==> config.mk <==
export PLATFORM = sky130hd
export DESIGN_NAME = gauss_pass_sequencer
export DESIGN_NICKNAME = d
export VERILOG_FILES = /design/src/rtl/gauss_pass_sequencer.sv
export SDC_FILE = /design/constraint.sdc
export NUM_CORES = 1
export LEC_CHECK = 0
export CAP_MARGIN = 20
export CORE_MARGIN = 2
export CORE_UTILIZATION = 39
export DETAILED_ROUTE_END_ITERATION = 8
export PLACE_DENSITY_LB_ADDON = 0.1
export SYNTH_ARGS = -nofsm -noshare
export SYNTH_HDL_FRONTEND = slang
export SYNTH_SLANG_ARGS = --single-unit
==> constraint.sdc <==
create_clock -name clk -period 3.8 [get_ports clk]
set_input_delay 1.14 -clock clk [delete_from_list [all_inputs] [get_ports clk]]
set_output_delay 1.14 -clock clk [all_outputs]
set_load 0.01 [all_outputs]
==> src/rtl/gauss_pass_sequencer.sv <==
// rtl/gauss_pass_sequencer.sv - two-pass separable 1-2-1 Gaussian filter sequencer
// Issues 3 tap reads per pixel, waits out the BRAM latency, then writes one result.
module gauss_pass_sequencer #(
  parameter int IMG_LOG2 = 7,
  parameter int READ_LAT = 1
) (
  input  logic                  clk,
  input  logic                  rst,
  input  logic                  start,
  input  logic                  disp_req,
  output logic                  rd_en,
  output logic                  rd_sel,
  output logic [2*IMG_LOG2-1:0] rd_addr,
  output logic                  tap_valid,
  output logic [1:0]            tap_idx,
  output logic                  wr_en,
  output logic                  wr_sel,
  output logic [2*IMG_LOG2-1:0] wr_addr,
  output logic                  pass,
  output logic                  busy,
  output logic                  done
);

  localparam logic [IMG_LOG2-1:0] MAX_COORD = '1;

  typedef enum logic [2:0] {
    S_IDLE   = 3'd0,
    S_ISSUE  = 3'd1,
    S_WAIT   = 3'd2,
    S_WRITE  = 3'd3,
    S_SWITCH = 3'd4,
    S_DONE   = 3'd5
  } state_t;

  state_t                       state, state_nxt;
  logic [IMG_LOG2-1:0]          row, col;
  logic [1:0]                   k;
  logic [1:0]                   wcnt;
  logic                         pass_q;
  logic [READ_LAT-1:0]          pipe_v;
  logic [READ_LAT-1:0][1:0]     pipe_k;
  logic                         last_pix;
  logic                         wait_done;
  logic [IMG_LOG2-1:0]          tap_coord;

  // Neighbour coordinate for tap t, replicating the edge pixel instead of wrapping.
  function automatic logic [IMG_LOG2-1:0] tap_step(input logic [IMG_LOG2-1:0] c,
                                                    input logic [1:0] t);
    case (t)
      2'd0:    tap_step = (c == '0) ? c : c - 1'b1;
      2'd2:    tap_step = (c == MAX_COORD) ? c : c + 1'b1;
      default: tap_step = c;
    endcase
  endfunction

  assign last_pix  = (row == MAX_COORD) && (col == MAX_COORD);
  assign wait_done = (wcnt == 2'(READ_LAT - 1));
  assign tap_coord = tap_step(pass_q ? row : col, k);

  always_ff @(posedge clk) begin
    if (rst) state <= S_IDLE;
    else     state <= state_nxt;
  end

  always_comb begin
    state_nxt = state;
    case (state)
      S_IDLE:   if (start) state_nxt = S_ISSUE;
      S_ISSUE:  if (!disp_req && k == 2'd2) state_nxt = S_WAIT;
      S_WAIT:   if (wait_done) state_nxt = S_WRITE;
      S_WRITE: begin
        if (!last_pix)   state_nxt = S_ISSUE;
        else if (pass_q) state_nxt = S_DONE;
        else             state_nxt = S_SWITCH;
      end
      S_SWITCH: state_nxt = S_ISSUE;
      S_DONE:   state_nxt = S_IDLE;
      default:  state_nxt = S_IDLE;
    endcase
  end

  always_ff @(posedge clk) begin
    if (rst) begin
      row    <= '0;
      col    <= '0;
      k      <= '0;
      wcnt   <= '0;
      pass_q <= 1'b0;
      pipe_v <= '0;
      pipe_k <= '0;
    end else begin
      pipe_v[0] <= rd_en;
      pipe_k[0] <= k;
      for (int i = 1; i < READ_LAT; i++) begin
        pipe_v[i] <= pipe_v[i-1];
        pipe_k[i] <= pipe_k[i-1];
      end
      case (state)
        S_IDLE: begin
          if (start) begin
            row    <= '0;
            col    <= '0;
            k      <= '0;
            pass_q <= 1'b0;
          end
        end
        S_ISSUE: begin
          if (!disp_req) begin
            if (k == 2'd2) begin
              k    <= '0;
              wcnt <= '0;
            end else begin
              k <= k + 1'b1;
            end
          end
        end
        S_WAIT:  wcnt <= wcnt + 1'b1;
        S_WRITE: begin
          if (!last_pix) begin
            if (col == MAX_COORD) begin
              col <= '0;
              row <= row + 1'b1;
            end else begin
              col <= col + 1'b1;
            end
          end
        end
        S_SWITCH: begin
          pass_q <= 1'b1;
          row    <= '0;
          col    <= '0;
        end
        S_DONE:  pass_q <= 1'b0;
        default: ;
      endcase
    end
  end

  always_comb begin
    rd_en     = 1'b0;
    rd_addr   = '0;
    wr_en     = 1'b0;
    wr_addr   = '0;
    done      = 1'b0;
    rd_sel    = pass_q;
    wr_sel    = pass_q;
    pass      = pass_q;
    busy      = (state != S_IDLE);
    tap_valid = pipe_v[READ_LAT-1];
    tap_idx   = pipe_v[READ_LAT-1] ? pipe_k[READ_LAT-1] : 2'd0;
    case (state)
      S_ISSUE: begin
        rd_en = !disp_req;
        if (!disp_req) rd_addr = pass_q ? {tap_coord, col} : {row, tap_coord};
      end
      S_WRITE: begin
        wr_en   = 1'b1;
        wr_addr = {row, col};
      end
      S_DONE:  done = 1'b1;
      default: ;
    endcase
  end

endmodule

==> impl_metrics.toml, run 1 <==
[run_status]
status = "finished with violations"
violations = "negative setup slack"

[detailed_routing]
ant_nets = 0
met3_length_um = 333
dr_wl_met2_mm = 3.14
wl_per_cell_um = 15.8
drc = 0
vias_per_cell = 5.65
first_iter_violations = 160
drt_pre_antenna_iters = 4
num_vias = 2422
wl_met1_mm = 3.26
drt_wl_total_mm = 6.78
topRoutingLayerUsed = "met4"

[run]
drv_cap = 0

[critical_path]
startpoint_type = "input pin"
crit_type = "input pin to output pin"
cp_max_fo = 4
rr_startpoint = "col[1]"
cp.required_ns = 2.66
crit_path_start = "disp_req"
cp.arrival_ns = 2.73
cp-end-kind = "output pin"

[synthesis]
synth.avg_cell_area_sq_um = 7.10
async_flop_share_pct = 0
syn_area_sq_um = 2180
yosys.cell_types.count = 56
synth_edf_count = 0
synth.ff_latch_count = 25
ys.flop_type = "dfxtp_1"
ys_warn_count = 0
syn-num-nets = 317
synth_seq_area_share_pct = 23.0
synthCells = 307

[cts]
ctsHoldBuffers = 0
cts-buffers-inserted = 3
root_buffer = "clkbuf_8"
cts_tree = "yes"
path_clk_slew_ns = 0.09
worst_skew_pair.late_latency_ns = 0.27
cts_num_sinks = 25
htree_levels = 1
clk_path_buf_depth = 2

[timing]
whs_ns = 0.547
period_share_pct = 102
finClkSkew_ns = 0.00147
rsz0062_at_grt = "true"
fin_crit_ns = 3.87
hold_viol = 0
slew_violations = 0
finalSetupViolCount = 2
tightest_slew_ns = 0.766
fin_ws_ns = -0.0725
maxSlewHeadroom_pct = 48.9
fmax_mhz = 258

[power]
p_seq_share_pct = 48.6
pwr-share-comb_pct = 22.0
power_density_nw_per_um2 = 190
leakagePower_nw = 1.12
netSwitchingPower_mw = 0.160
p_int_mw = 0.393
p_clk_share_pct = 29.5
power.share.switching_pct = 29.0
vdd_drop_max_v = 0.000123

[placement]
io_buffers = 41
dp_hpwl_mm = 5.03
gp_congestion = 0.811
dpl-instance-area_sq_um = 2790

[final_layout]
area_delta_synth_final_pct = 33.5
drive_gt1_share_pct = 19.3
nets = 368
final_area_sq_um = 2910
insertedDiodeCount = 0

[grt]
grt_pass1_vias = 2266
grt_pass1_wl_mm = 11.3
antenna_found_initial = 0
grt_max_degree = 32
track_usage_pct = 22.6
grt_overflow = 0

[floorplan]
start_util_pct = 40.1
num_rows = 27
coreArea_sq_um = 5440
io_pins = 42
die_y_um = 78.7
die_area_sq_um = 6200
die_w_um = 78.7

[worst_hold_path]
hp-start = "wcnt[1]"
hold_path.class = "flop to flop"
## worst max-delay path: stages
cell and delay (ns):
buf_6 0.09, or4_4 0.43, buf_6 0.15, inv_8 0.05
nand3_2 0.07, or4_4 0.54, o311ai_4 0.08, buf_2 0.17
## kinds of logic after synthesis
group | count (synthesis) | synth area share [%]
compound gates | 83 | 24.4
fa+ha+maj | 6 | 3.45
buf+inv | 46 | 9.36
flops | 25 | 23.0
mux | 11 | 5.28
xor+xnor | 1 | 0.402
simple gates | 135 | 34.2
## flip-flops by register name, indices dropped and copies added (netlist names)
name / flops
col: 7
row: 7
state: 3
k: 2
pipe_k: 2
wcnt: 2
pass: 1
tap_valid: 1
## power by group through the flow
stage	registers (mW)	logic, mW	clock network, mW
floorplan	0.274	0.0767	0
global placement	0.274	0.109	0
detailed placement	0.274	0.111	0
CTS	0.268	0.115	0.168
global route	0.269	0.134	0.184
finish	0.268	0.121	0.163
## cell type report
cell class,instances,area (sq um)
fill,569,2530
multi-input combinational,236,1560
timing repair buffer,76,643
sequential,25,504
tap,72,90.1
inverter,16,70.1
clock buffer,4,45.0
## stage by stage
step	std cells	utilization, %	power, mW	TNS [ns]	worst slack [ns]
after floorplan	307	-	0.350	0	0.0343
after global placement	421	51.2	0.384	-7.35	-0.666
after detailed placement	421	51.2	0.385	-7.78	-0.681
after CTS	428	52.3	0.551	-0.177	-0.154
after global routing	429	53.5	0.587	-0.325	-0.112
final	429	53.5	0.553	-0.0824	-0.0725
## per-layer routing
| layer | up-vias | global-route usage, % |
|---|---|---|
| li1 | 1214 | - |
| met1 | 1147 | 32.9 |
| met2 | 55 | 36.3 |
| met3 | 6 | 1.93 |
| met4 | 0 | 5.26 |
| met5 | - | 0 |
## path summary, 6_finish.rpt
check | to | cells after the start | slack [ns]
max | rd_addr[2] | 8 | -0.07
min | wcnt[1] | 2 | 0.55
max reg2reg | col[4] | 7 | 1.61
min reg2reg | wcnt[1] | 2 | 0.55
## placed cells by master, fill, tap and decap left out, types with 6 or more instances in the layout
cell	count
a21oi_1	23
and2_1	14
buf_2	7
buf_4	32
clkdlybuf4s50_1	26
dfxtp_1	24
ha_1	6
inv_1	12
mux2i_1	6
nand2_1	22
nand3_1	14
nor2_1	22
nor3_1	10
o21ai_0	12
o21ai_1	8
o31ai_1	7
or4_1	8
## Yosys cell counts, drive strengths merged (2+ instances only)
cell type / number / share of area (%)
ha: 6 / 3.4
nor4: 3 / 0.86
o31ai: 8 / 2.8
nand4: 3 / 0.86
a211o: 2 / 0.80
nand4b: 2 / 0.80
or4: 10 / 3.6
nor3b: 4 / 1.4
o21ai: 20 / 4.6
and2: 14 / 4.0
inv: 16 / 2.9
o22ai: 2 / 0.57
nand2b: 4 / 1.1
o2111ai: 3 / 1.2
o211ai: 5 / 1.7
nor2b: 4 / 1.1
or2: 3 / 0.86
nor3: 10 / 2.3
buf: 9 / 2.9
and3: 4 / 1.1
nand2: 22 / 3.8
mux2i: 10 / 4.8
a31oi: 5 / 1.4
o21a: 3 / 1.0
nand3b: 5 / 1.7
nor2: 23 / 4.0
dfxtp: 25 / 23
clkbuf: 21 / 3.6
or3: 5 / 1.4
nand3: 15 / 3.4
o311ai: 2 / 0.80
a21oi: 23 / 5.3
## what timing repair did
item                                    4_1_cts  5_1_grt
gates resized for setup                      48       14
pin swaps                                     4        5
buffers inserted                              3        1
endpoints found under the setup margin       15       14
No activity file was read; power rests on OpenSTA's default activity.
==> inputs of run 2 (changes only) <==
CTS_BUF_LIST = sky130_fd_sc_hd__clkbuf_4   (was default)
==> impl_metrics.toml, run 2 (synthesized netlist as in run 1, its figures left out) <==
[cts]
path_clk_slew_ns = 0.14
cts_tree = "yes"
worst_skew_pair.late_latency_ns = 0.32
ctsHoldBuffers = 0
cts_num_sinks = 25
clk_path_buf_depth = 2
cts-buffers-inserted = 3
htree_levels = 1
root_buffer = "clkbuf_4"

[power]
netSwitchingPower_mw = 0.157
pwr-share-comb_pct = 23.1
power_density_nw_per_um2 = 180
p_total_mw = 0.522
power.share.switching_pct = 30.0
vdd_drop_max_v = 0.000113
leakagePower_nw = 1.12
p_int_mw = 0.365
p_clk_share_pct = 25.4
p_seq_share_pct = 51.5

[critical_path]
crit_buf_inv = 4
crit_path_end = "rd_addr[2]"
crit_type = "input pin to output pin"
cp-end-kind = "output pin"
critPathTopFamily = "simple AND/OR/NAND/NOR gates"
rrSetupSlack_ns = 1.60
cp.arrival_ns = 2.70
r2r_end = "row[5]"
startpoint_type = "input pin"
crit_path_start = "disp_req"
cp_max_fo = 5
crit_slowest_cell = "or4_4"
crit_path_cell_trace = "buf_6, or4_4, buf_6, inv_8, nand3_2, or4_4, o311ai_4, buf_2"
cp.required_ns = 2.66
critPathMaxStageDelay_ns = 0.51
reg2reg_depth = 8
rr_startpoint = "row[1]"
cp.depth = 8

[timing]
rsz0062_at_grt = "true"
fin_crit_ns = 3.84
tightest_slew_ns = 0.751
fmax_mhz = 260
hold_viol = 0
tns_ns = -0.0403
slew_violations = 0
maxSlewHeadroom_pct = 50.0
period_share_pct = 101
fin_ws_ns = -0.0403
finClkSkew_ns = 0.00187
finalSetupViolCount = 1

[final_layout]
mostFrequentLayoutCell = "buf_4"
layoutNonFillerInstCount = 429
insertedDiodeCount = 0
drive_gt1_share_pct = 21.0
nets = 368
final_cell_mix = "32 x buf_4, 26 x clkdlybuf4s50_1, 24 x dfxtp_1"
area_delta_synth_final_pct = 33.1
largestRegisters = "col: 7 flops, row: 7 flops, state: 3 flops"
fillers = 572
final_area_sq_um = 2900

[detailed_routing]
wl_per_cell_um = 15.9
drt_pre_antenna_iters = 4
wl_met1_mm = 3.26
ant_nets = 0
dr_wl_met2_mm = 3.12
drc = 0
vias_per_cell = 5.63
num_vias = 2417
first_iter_violations = 125
met3_length_um = 335
drt_wl_total_mm = 6.80
topRoutingLayerUsed = "met4"

[run_status]
violations = "negative setup slack"
status = "finished with violations"

[floorplan]
die_y_um = 78.7
die_area_sq_um = 6200
start_util_pct = 40.1
die_w_um = 78.7
coreArea_sq_um = 5440
io_pins = 42
num_rows = 27

[placement]
dpl-instance-area_sq_um = 2790
dpl.cell_count = 421
dp_slack_ns = -0.681
io_buffers = 41
gp_congestion = 0.811
dp_hpwl_mm = 5.03

[grt]
grt_pass1_wl_mm = 11.4
grt_pass1_vias = 2291
antenna_found_initial = 0
track_usage_pct = 22.7
grt_overflow = 0
grt_max_degree = 32

[run]
drv_cap = 0

[worst_hold_path]
hold_path.class = "flop to flop"
## run 2: cell count changes in the layout (fill, tap and decap cells not counted), sizes merged
cell | before | now
clkbuf | 5 | 7
clkdlybuf4s15 | 1 | 0
dlygate4sd2 | 5 | 4
## run 2: per-layer routing
| metal | vias to the layer above | global-route usage (%) |
|---|---|---|
| met5 | - | 0 |
| met4 | 0 | 5.09 |
| met3 | 8 | 2.05 |
| met2 | 59 | 37.2 |
| met1 | 1135 | 32.5 |
| li1 | 1215 | - |
## run 2: cell type report
| cell class | count | area, sq um | share of cell area, % |
|---|---|---|---|
| Multi-Input combinational cell | 236 | 1570 | 54.2 |
| Timing Repair Buffer | 76 | 634 | 21.9 |
| Sequential cell | 25 | 504 | 17.4 |
| Tap cell | 72 | 90.1 | 3.11 |
| Inverter | 16 | 70.1 | 2.42 |
| Clock buffer | 4 | 30.0 | 1.04 |
## run 2: tightest hold or removal path: cells and delay by family (launching register included)
family / cells / cell delay (ns)
and+or+nand+nor: 1 / 0.06
DFF: 1 / 0.34
AOI/OAI and AO/OA: 1 / 0.12
## run 2: how the worst min path moves through the flow
stage | start | end | cells after the start
3_5_place_dp | wcnt[1] | wcnt[1] | 2
6_report | wcnt[1] | wcnt[1] | 2
3_3_place_gp | wcnt[1] | wcnt[1] | 2
4_1_cts | wcnt[1] | wcnt[1] | 2
2_1_floorplan | wcnt[1] | wcnt[1] | 2
5_1_grt | wcnt[1] | wcnt[1] | 2
## run 2: power by group through the flow
stage | logic (mW) | registers [mW] | clock network (mW)
3_5_place_dp | 0.111 | 0.274 | 0
5_1_grt | 0.133 | 0.270 | 0.150
4_1_cts | 0.116 | 0.269 | 0.137
3_3_place_gp | 0.109 | 0.274 | 0
2_1_floorplan | 0.0767 | 0.274 | 0
6_report | 0.121 | 0.269 | 0.133
## run 2: metrics by stage
| stage | util, % | hold WS, ns |
|---|---|---|
| floorplan | - | 0.506 |
| global placement | 51.2 | 0.522 |
| detailed placement | 51.2 | 0.539 |
| CTS | 52.5 | 0.557 |
| global route | 53.3 | 0.567 |
| finish | 53.3 | 0.550 |
## run 2: repair_timing
action                     in CTS  in global routing
setup endpoints to repair      15                 15
buffers inserted                4                  0
pin swaps                       4                  7
resized for setup              48                 20
==> inputs of run 3 (changes only) <==
SLEW_MARGIN = 0   (was default)
==> results of run 3 <==
Final layout, timing and power as in run 2 (identical DEF).
